===== src/rtl/prog_sequencer_if.sv =====
// Instruction ROM port and control-unit handshake shared by the sequencer and its neighbours.
// The sequencer drives the master side; ROM and control unit sit on the slave side.
interface prog_sequencer_if;
    logic [7:0]  mem_addr;
    logic [15:0] mem_rdata;
    logic [15:0] inst_out;
    logic        cu_run;
    logic        cu_done;

    modport master (
        output mem_addr,
        output inst_out,
        output cu_run,
        input  mem_rdata,
        input  cu_done
    );

    modport slave (
        input  mem_addr,
        input  inst_out,
        input  cu_run,
        output mem_rdata,
        output cu_done
    );
endinterface


===== src/rtl/prog_sequencer.sv =====
// Program sequencer: fetches words from a synchronous ROM, issues them to a control unit
// one at a time and waits for completion, with halt-word, end-of-program and timeout stops.
module prog_sequencer #(
    parameter logic [15:0] HALT_INST = 16'hFFFF,
    parameter logic [7:0]  LAST_ADDR = 8'hFF,
    parameter logic [7:0]  TIMEOUT   = 8'd16
) (
    input  logic               clk,
    input  logic               rst,
    input  logic               start,
    input  logic               abort,
    prog_sequencer_if.master   bus,
    output logic [7:0]         pc,
    output logic               busy,
    output logic               halted,
    output logic               error,
    output logic [15:0]        inst_count
);

    typedef enum logic [2:0] {
        S_IDLE  = 3'd0,
        S_FETCH = 3'd1,
        S_LOAD  = 3'd2,
        S_ISSUE = 3'd3,
        S_WAIT  = 3'd4,
        S_HALT  = 3'd5
    } state_t;

    state_t      state_r;
    logic [7:0]  pc_r;
    logic [7:0]  wait_cnt_r;
    logic [15:0] inst_r;
    logic [15:0] count_r;
    logic        run_r;
    logic        busy_r;
    logic        halted_r;
    logic        error_r;
    logic [7:0]  wait_next_s;

    function automatic logic [15:0] sat_inc16(input logic [15:0] value);
        return (value == 16'hFFFF) ? value : value + 16'd1;
    endfunction

    assign wait_next_s = wait_cnt_r + 8'd1;

    // Sequencer state machine; busy/halted/cu_run are registered alongside each transition.
    always_ff @(posedge clk) begin
        if (rst) begin
            state_r    <= S_IDLE;
            pc_r       <= 8'd0;
            wait_cnt_r <= 8'd0;
            inst_r     <= 16'd0;
            count_r    <= 16'd0;
            run_r      <= 1'b0;
            busy_r     <= 1'b0;
            halted_r   <= 1'b0;
            error_r    <= 1'b0;
        end else if (abort) begin
            state_r  <= S_IDLE;
            run_r    <= 1'b0;
            busy_r   <= 1'b0;
            halted_r <= 1'b0;
        end else begin
            run_r <= 1'b0;
            case (state_r)
                S_IDLE, S_HALT: begin
                    if (start) begin
                        state_r  <= S_FETCH;
                        pc_r     <= 8'd0;
                        count_r  <= 16'd0;
                        error_r  <= 1'b0;
                        busy_r   <= 1'b1;
                        halted_r <= 1'b0;
                    end else begin
                        state_r <= state_r;
                    end
                end
                S_FETCH: begin
                    state_r <= S_LOAD;
                end
                S_LOAD: begin
                    // The halt word is never latched, so inst_out keeps the last issued instruction.
                    if (bus.mem_rdata == HALT_INST) begin
                        state_r  <= S_HALT;
                        busy_r   <= 1'b0;
                        halted_r <= 1'b1;
                    end else begin
                        inst_r  <= bus.mem_rdata;
                        run_r   <= 1'b1;
                        state_r <= S_ISSUE;
                    end
                end
                S_ISSUE: begin
                    wait_cnt_r <= 8'd0;
                    state_r    <= S_WAIT;
                end
                S_WAIT: begin
                    // Completion is checked first so a done arriving on the timeout cycle wins.
                    if (bus.cu_done) begin
                        count_r <= sat_inc16(count_r);
                        if (pc_r == LAST_ADDR) begin
                            state_r  <= S_HALT;
                            busy_r   <= 1'b0;
                            halted_r <= 1'b1;
                        end else begin
                            pc_r    <= pc_r + 8'd1;
                            state_r <= S_FETCH;
                        end
                    end else if (wait_next_s == TIMEOUT) begin
                        wait_cnt_r <= wait_next_s;
                        error_r    <= 1'b1;
                        state_r    <= S_HALT;
                        busy_r     <= 1'b0;
                        halted_r   <= 1'b1;
                    end else begin
                        wait_cnt_r <= wait_next_s;
                    end
                end
                default: begin
                    state_r  <= S_IDLE;
                    busy_r   <= 1'b0;
                    halted_r <= 1'b0;
                end
            endcase
        end
    end

    assign bus.mem_addr = pc_r;
    assign bus.inst_out = inst_r;
    assign bus.cu_run   = run_r;
    assign pc           = pc_r;
    assign busy         = busy_r;
    assign halted       = halted_r;
    assign error        = error_r;
    assign inst_count   = count_r;

endmodule

===== src/flat_wrapper.sv =====
// flat-port wrapper written by rule: the top's interface ports become plain ports
module prog_sequencer_flat 
#(
    parameter logic [15:0] HALT_INST = 16'hFFFF,
    parameter logic [7:0]  LAST_ADDR = 8'hFF,
    parameter logic [7:0]  TIMEOUT   = 8'd16
)
  (clk, rst, start, abort, pc, busy, halted, error, inst_count, bus_mem_addr, bus_inst_out, bus_cu_run, bus_mem_rdata, bus_cu_done);
  prog_sequencer_if bus_i ();
  input  logic clk;
  input  logic rst;
  input  logic start;
  input  logic abort;
  output logic [7:0] pc;
  output logic busy;
  output logic halted;
  output logic error;
  output logic [15:0] inst_count;
  output wire logic [$bits(bus_i.mem_addr)-1:0] bus_mem_addr;
  output wire logic [$bits(bus_i.inst_out)-1:0] bus_inst_out;
  output wire logic [$bits(bus_i.cu_run)-1:0] bus_cu_run;
  input wire logic [$bits(bus_i.mem_rdata)-1:0] bus_mem_rdata;
  input wire logic [$bits(bus_i.cu_done)-1:0] bus_cu_done;
  assign bus_mem_addr = bus_i.mem_addr;
  assign bus_inst_out = bus_i.inst_out;
  assign bus_cu_run = bus_i.cu_run;
  assign bus_i.mem_rdata = bus_mem_rdata;
  assign bus_i.cu_done = bus_cu_done;
  prog_sequencer #(.HALT_INST(HALT_INST), .LAST_ADDR(LAST_ADDR), .TIMEOUT(TIMEOUT)) u_core (.clk(clk), .rst(rst), .start(start), .abort(abort), .bus(bus_i), .pc(pc), .busy(busy), .halted(halted), .error(error), .inst_count(inst_count));
endmodule

===== config.mk =====
export PLATFORM = sky130hd
export DESIGN_NAME = prog_sequencer_flat
export DESIGN_NICKNAME = d
export VERILOG_FILES = /design/src/rtl/prog_sequencer_if.sv /design/src/rtl/prog_sequencer.sv /design/src/flat_wrapper.sv
export SDC_FILE = /design/constraint.sdc
export NUM_CORES = 1
export LEC_CHECK = 0
export ABC_AREA = 1
export ABC_CLOCK_PERIOD_IN_PS = 3990
export CAP_MARGIN = 30
export CORE_MARGIN = 1.5
export CORE_UTILIZATION = 53
export DETAILED_ROUTE_END_ITERATION = 8
export PLACE_DENSITY = 0.85
export SLEW_MARGIN = 10
export SYNTH_ARGS = -nofsm -noshare
export SYNTH_HDL_FRONTEND = slang
export SYNTH_SLANG_ARGS = --single-unit

===== constraint.sdc =====
create_clock -name clk -period 3.99 [get_ports clk]
set_clock_uncertainty 0.2 [all_clocks]
set_input_delay 0.798 -clock clk [delete_from_list [all_inputs] [get_ports clk]]
set_output_delay 0.798 -clock clk [all_outputs]
set_load 0.05 [all_outputs]

==> impl_metrics.env, run 1 <==
export IMPL_worstMarginPinSlew_ns=0.6922
export IMPL_clk_latency_ns=0.31
export IMPL_tns_ns=0
export IMPL_synth_edf_count=0
export IMPL_regArea_um2=1101
export IMPL_synth_top_family_by_area="simple AND/OR/NAND/NOR gates"
export IMPL_clk_pin_slew_ns=0.10
export IMPL_intPower_mw=0.7257
export IMPL_routedWlPerCell_um=12.10
export IMPL_ir_drop_v=0.0001599
export IMPL_p_total_mw=1.003
export IMPL_crit_slowest_cell="clkdlybuf4s50_1"
export IMPL_crit_path_max_incr_delay_ns=0.85
export IMPL_postRouteAntennaNets=0
export IMPL_nNetsFinal=517
export IMPL_cp_arrival_ns=1.64
export IMPL_synth_xor_area_share=0.01516
export IMPL_yosys_warnings=0
export IMPL_fmax_mhz=379.5
export IMPL_synth_compound_area_frac=0.1169
export IMPL_grt_max_degree=21
export IMPL_cts_setup_buffers=0
export IMPL_path_buf_inv=1
export IMPL_synth_top_cell_area_share=0.3811
export IMPL_num_vias=3016
export IMPL_synth_seq_cells=55
export IMPL_rsz0062_at_grt="no"
export IMPL_top_level_ports=73
export IMPL_clkSinkCount=55
export IMPL_cts_tree="yes"
export IMPL_r2r_start="u_core.state_r[1]$_SDFFE_PP0P_"
export IMPL_initial_utilization=0.5585
export IMPL_multiInputGateArea_um2=1529
export IMPL_r2r_end="u_core.inst_count[11]$_SDFFE_PP0P_"
export IMPL_ys_seq_area_frac=0.3811
export IMPL_h_tree_depth=2
export IMPL_cts_made_buffers=5
export IMPL_final_max_slew_viol_count=0
export IMPL_clk_path_buf_depth=2
export IMPL_dpl_cell_area_um2=3596
export IMPL_p_clk_frac=0.301
export IMPL_end_kind="output pin"
export IMPL_crit_fanout=8
export IMPL_min_path_type="register to register"
export IMPL_drive_above_1_share=0.05870
export IMPL_final_setup_viol_count=0
export IMPL_synth_area_mux_share=0
export IMPL_grt_pass1_vias=2790
export IMPL_antenna_found_initial=0
export IMPL_gr_total_overflow=0
export IMPL_fin_area_um2=3680
export IMPL_die_x_um=76.83
export IMPL_sw_frac_of_total=0.2767
export IMPL_synth_area_leaders="dfxtp_1, nand2_1, nor2_1"
export IMPL_grt_usage=0.2402
export IMPL_avgSynthCellArea_um2=6.703
export IMPL_startpoint_type="register"
export IMPL_relSlewSlack=0.5371
export IMPL_crit_type="register to output pin"
export IMPL_viasPerCell=5.348
export IMPL_cts_resized=0
export IMPL_min_period_over_period=0.6604
export IMPL_pwr_share_comb=0.138
export IMPL_drc=0
export IMPL_synthTopCellsByCount="nand2_1, nor2_1, dfxtp_1, a21oi_1, nand3_1"
export IMPL_async_reset_ff_frac=0
export IMPL_n_fill_cell=424
export IMPL_ys_types=33
export IMPL_grt_pass1_wl_um=11700
export IMPL_r2r_cells=12
export IMPL_power_per_cell_area_nw_per_um2=272.7
export IMPL_antenna_cells=0
export IMPL_holdWs_ns=0.2640
export IMPL_wl_um=6825
export IMPL_design_core_area_um2=5172
export IMPL_synthCells=431
export IMPL_fp_dieArea_um2=5903
export IMPL_synthAdderAreaFrac=0.01299
export IMPL_first_pass_iters=4
export IMPL_seqPwrFrac=0.561
export IMPL_yosys_area_share_simple=0.3841
export IMPL_r2r_slack_ns=1.84
export IMPL_cp_startpoint="u_core.inst_count[4]$_SDFFE_PP0P_"
export IMPL_path_depth=1
export IMPL_port_buffers=72
export IMPL_area_growth_syn_to_layout_pct=27.37
export IMPL_critical_path_top_delay_family="buffers and inverters"
export IMPL_gp_congestion=0.8179
export IMPL_timing_final_hold_violations=0
export IMPL_yosysTopAreaCell="dfxtp_1"
export IMPL_synth_most_common_cell="nand2_1"
export IMPL_critPathCapture="inst_count[4]"
export IMPL_cts_hold_buf=0
export IMPL_cap_violations=0
export IMPL_switching_power_mw=0.2776
export IMPL_die_h_um=76.83
export IMPL_synth_area_um2=2889
export IMPL_p_leak_nw=1.335
export IMPL_synth_nets=455
export IMPL_rows=26
export IMPL_dpl_hpwl_um=5117
export IMPL_critPathRequiredTime_ns=2.99
export IMPL_post_route_min_period_ns=2.635
export IMPL_path_cells="clkdlybuf4s50_1"
export IMPL_root_buffer="clkbuf_8"
export IMPL_outcome="completed"
export IMPL_ys_flop_type="dfxtp_1"
export IMPL_first_iter_violations=159
-- cells in the final DEF (no fill, tap or decap), types with 3 or more instances in the layout --
cell type        count
ha_1                 3
nor3_1               9
inv_2                5
a21oi_1             44
clkinv_2             3
dfxtp_1             55
inv_1               33
o21ai_0             11
nor2_4               4
nand4_1              8
nand2_1            119
clkdlybuf4s50_1     72
nand2_2              4
nor2_1              59
xor2_1               4
clkbuf_8             5
nand3_1             35
-- power by group through the flow --
stage / Combinational (mW) / Sequential (mW) / Clock, mW
final: 0.139 / 0.562 / 0.302
after global routing: 0.153 / 0.564 / 0.329
after CTS: 0.139 / 0.562 / 0.307
after detailed placement: 0.138 / 0.575 / 0
after global placement: 0.136 / 0.575 / 0
after floorplan: 0.0748 / 0.592 / 0
-- stage by stage --
step	std cells	utilization	setup WS, ns
CTS	564	0.7114	1.357
floorplan	431	-	1.809
finish	564	0.7114	1.355
global placement	556	0.6952	1.301
global route	564	0.7114	1.311
detailed placement	556	0.6952	1.267
-- kinds of logic after synthesis --
kind of cell / count (synthesis)
simple gates: 247
compound gates: 64
xor+xnor: 5
buf+inv: 57
fa+ha+maj: 3
flops: 55
-- layer usage --
metal | vias up | wire length (µm) | track usage
met2 | 115 | 3274 | 0.4159
met5 | - | 0 | 0
li1 | 1516 | - | -
met3 | 16 | 481 | 0.06190
met1 | 1369 | 2919 | 0.2743
met4 | 0 | 150 | 0.1130
-- state kept, by name, indices dropped and copies added (netlist names) --
| register | cells |
|---|---|
| u_core.bus.cu_run | 1 |
| u_core.bus.inst_out | 16 |
| u_core.bus.mem_addr | 8 |
| u_core.busy | 1 |
| u_core.error | 1 |
| u_core.halted | 1 |
| u_core.inst_count | 16 |
| u_core.state_r | 3 |
| u_core.wait_cnt_r | 8 |
-- cell type report --
class                   count  share of cell area
well taps                  70             0.02380
clock buffers               5             0.01870
inverters                  38             0.03876
flip-flops and latches     55              0.2992
clock inverters             3            0.004080
multi-input cells         319              0.4155
repair buffers             74              0.1999
-- how the worst min path moves through the flow --
stage	start	cells after the start	slack [ns]	end
after floorplan	u_core.wait_cnt_r[7]$_SDFFE_PP0P_	2	0.25	u_core.wait_cnt_r[7]$_SDFFE_PP0P_
after global placement	u_core.bus.inst_out[6]$_SDFFE_PP0P_	2	0.25	u_core.bus.inst_out[6]$_SDFFE_PP0P_
after detailed placement	u_core.bus.inst_out[14]$_SDFFE_PP0P_	2	0.25	u_core.bus.inst_out[14]$_SDFFE_PP0P_
after CTS	u_core.bus.inst_out[14]$_SDFFE_PP0P_	2	0.27	u_core.bus.inst_out[14]$_SDFFE_PP0P_
after global routing	u_core.bus.inst_out[14]$_SDFFE_PP0P_	2	0.28	u_core.bus.inst_out[14]$_SDFFE_PP0P_
final	u_core.bus.inst_out[14]$_SDFFE_PP0P_	2	0.26	u_core.bus.inst_out[14]$_SDFFE_PP0P_
Note: power is estimated with default switching activity, not from simulation.
==> run 2, diff against run 1 <==
- ABC_CLOCK_PERIOD_IN_PS: 3990 -> 2600
- CORE_UTILIZATION: 53 -> 49
- PLACE_DENSITY: 0.85 -> 0.8
- clock period: 3.99 -> 2.6 ns (I/O delays scaled with it)
==> impl_metrics.env, run 2 (synthesis gave the netlist of run 1 again) <==
export IMPL_outcome="completed"
export IMPL_final_cell_mix="nand2_1, clkdlybuf4s50_1, nor2_1"
export IMPL_drc=0
export IMPL_cts_made_buffers=5
export IMPL_dpl_cell_area_um2=3606
export IMPL_r2r_slack_ns=0.45
export IMPL_cts_tree="yes"
export IMPL_area_growth_syn_to_layout_pct=28.89
export IMPL_cp_arrival_ns=1.63
export IMPL_first_pass_iters=4
export IMPL_fmax_mhz=425.1
export IMPL_nNetsFinal=518
export IMPL_fp_dieArea_um2=6366
export IMPL_cts_setup_buffers=0
export IMPL_place_ws_ns=0.1634
export IMPL_tns_ns=0
export IMPL_met3_length_um=484
export IMPL_fin_util=0.6640
export IMPL_min_path_type="register to register"
export IMPL_gr_total_overflow=0
export IMPL_routedWlPerCell_um=12.20
export IMPL_dr_wl_met2_um=3343
export IMPL_num_vias=2972
export IMPL_r2r_end="u_core.inst_count[11]$_SDFFE_PP0P_"
export IMPL_rows=27
export IMPL_grt_pass1_vias=2681
export IMPL_gp_congestion=0.8501
export IMPL_crit_slowest_cell="clkdlybuf4s50_1"
export IMPL_grt_pass1_wl_um=11700
export IMPL_final_max_slew_viol_count=0
export IMPL_drive_above_1_share=0.06061
export IMPL_rsz0062_at_grt="no"
export IMPL_path_depth=1
export IMPL_cts_hold_buf=0
export IMPL_crit_type="register to output pin"
export IMPL_dpl_hpwl_um=5145
export IMPL_root_buffer="clkbuf_8"
export IMPL_cap_violations=0
export IMPL_n_fill_cell=525
export IMPL_min_to="u_core.bus.inst_out[14]$_SDFFE_PP0P_"
export IMPL_grt_max_degree=25
export IMPL_postRouteAntennaNets=0
export IMPL_wl_um=6920
export IMPL_crit_fanout=8
export IMPL_design_core_area_um2=5608
export IMPL_highest_layer="met4"
export IMPL_clk_latency_ns=0.32
export IMPL_relSlewSlack=0.6517
export IMPL_viasPerCell=5.242
export IMPL_clkSinkCount=55
export IMPL_die_h_um=79.79
export IMPL_antenna_cells=0
export IMPL_startpoint_type="register"
export IMPL_path_cells="clkdlybuf4s50_1"
export IMPL_first_iter_violations=138
export IMPL_antenna_found_initial=0
export IMPL_wl_met1_um=3000
export IMPL_multiInputGateArea_um2=1529
export IMPL_post_route_min_period_ns=2.353
export IMPL_clk_pin_slew_ns=0.10
export IMPL_initial_utilization=0.5152
export IMPL_regArea_um2=1101
export IMPL_ir_drop_v=0.0002361
export IMPL_top_level_ports=73
export IMPL_holdPathStages=2
export IMPL_port_buffers=72
export IMPL_r2r_cells=11
export IMPL_fin_area_um2=3724
export IMPL_cts_resized=0
export IMPL_fin_ws_ns=0.2474
export IMPL_final_setup_viol_count=0
export IMPL_hp_start="u_core.bus.inst_out[14]$_SDFFE_PP0P_"
export IMPL_die_x_um=79.79
export IMPL_p_total_mw=1.676
export IMPL_grt_usage=0.2317
export IMPL_crit_path_max_incr_delay_ns=0.85
export IMPL_critPathRequiredTime_ns=1.88
export IMPL_power_per_cell_area_nw_per_um2=450.0
export IMPL_worstMarginPinSlew_ns=0.5209
export IMPL_h_tree_depth=2
export IMPL_critical_path_top_delay_family="buffers and inverters"
export IMPL_timing_final_hold_violations=0
export IMPL_min_period_over_period=0.9049
export IMPL_path_buf_inv=1
export IMPL_p_leak_nw=1.353
export IMPL_clk_path_buf_depth=2
export IMPL_r2r_start="u_core.state_r[1]$_SDFFE_PP0P_"
export IMPL_end_kind="output pin"
export IMPL_final_common_cell="nand2_1"
run 2: cell types whose count changed in the layout (fill, tap and decap cells not counted), sizes merged:
cell / delta
clkbuf: +1
clkinv: -2
bufinv: +1
buf: +1
run 2: worst max-delay path by stage:
stage,from,end,slack [ns]
floorplan,u_core.inst_count[0]$_SDFFE_PP0P_,u_core.inst_count[13]$_SDFFE_PP0P_,0.42
global placement,bus_mem_rdata[1],u_core.halted$_SDFFE_PP0P_,0.23
detailed placement,bus_mem_rdata[4],u_core.busy$_SDFFE_PP0P_,0.16
CTS,u_core.inst_count[4]$_SDFFE_PP0P_,inst_count[4],0.25
global route,u_core.inst_count[4]$_SDFFE_PP0P_,inst_count[4],0.18
finish,u_core.inst_count[4]$_SDFFE_PP0P_,inst_count[4],0.25
run 2: per-layer routing:
metal,vias to the layer above,GRT usage
met5,-,0
met4,0,0.06897
met3,8,0.05829
met2,97,0.4110
met1,1354,0.2743
li1,1513,-
run 2: layout make-up:
cell class                      count  share of cell area
Clock buffer                        6             0.02218
Clock inverter                      2            0.009409
Multi-Input combinational cell    319              0.4106
Sequential cell                    55              0.2957
Inverter                           38             0.03831
Timing Repair Buffer               75              0.1996
Tap cell                           72             0.02419
run 2: through the flow:
stage                     hold WS, ns  cells
after floorplan                0.2540    431
after global placement         0.2469    559
after detailed placement       0.2543    559
after CTS                      0.2703    567
after global routing           0.2926    567
final                          0.2680    567
run 2: power by group:
group	switching (mW)	internal [mW]	leakage, nW
combinational	0.136	0.0769	0.848
clock	0.288	0.312	0.0612
sequential	0.00970	0.853	0.444
total	0.434	1.24	1.35
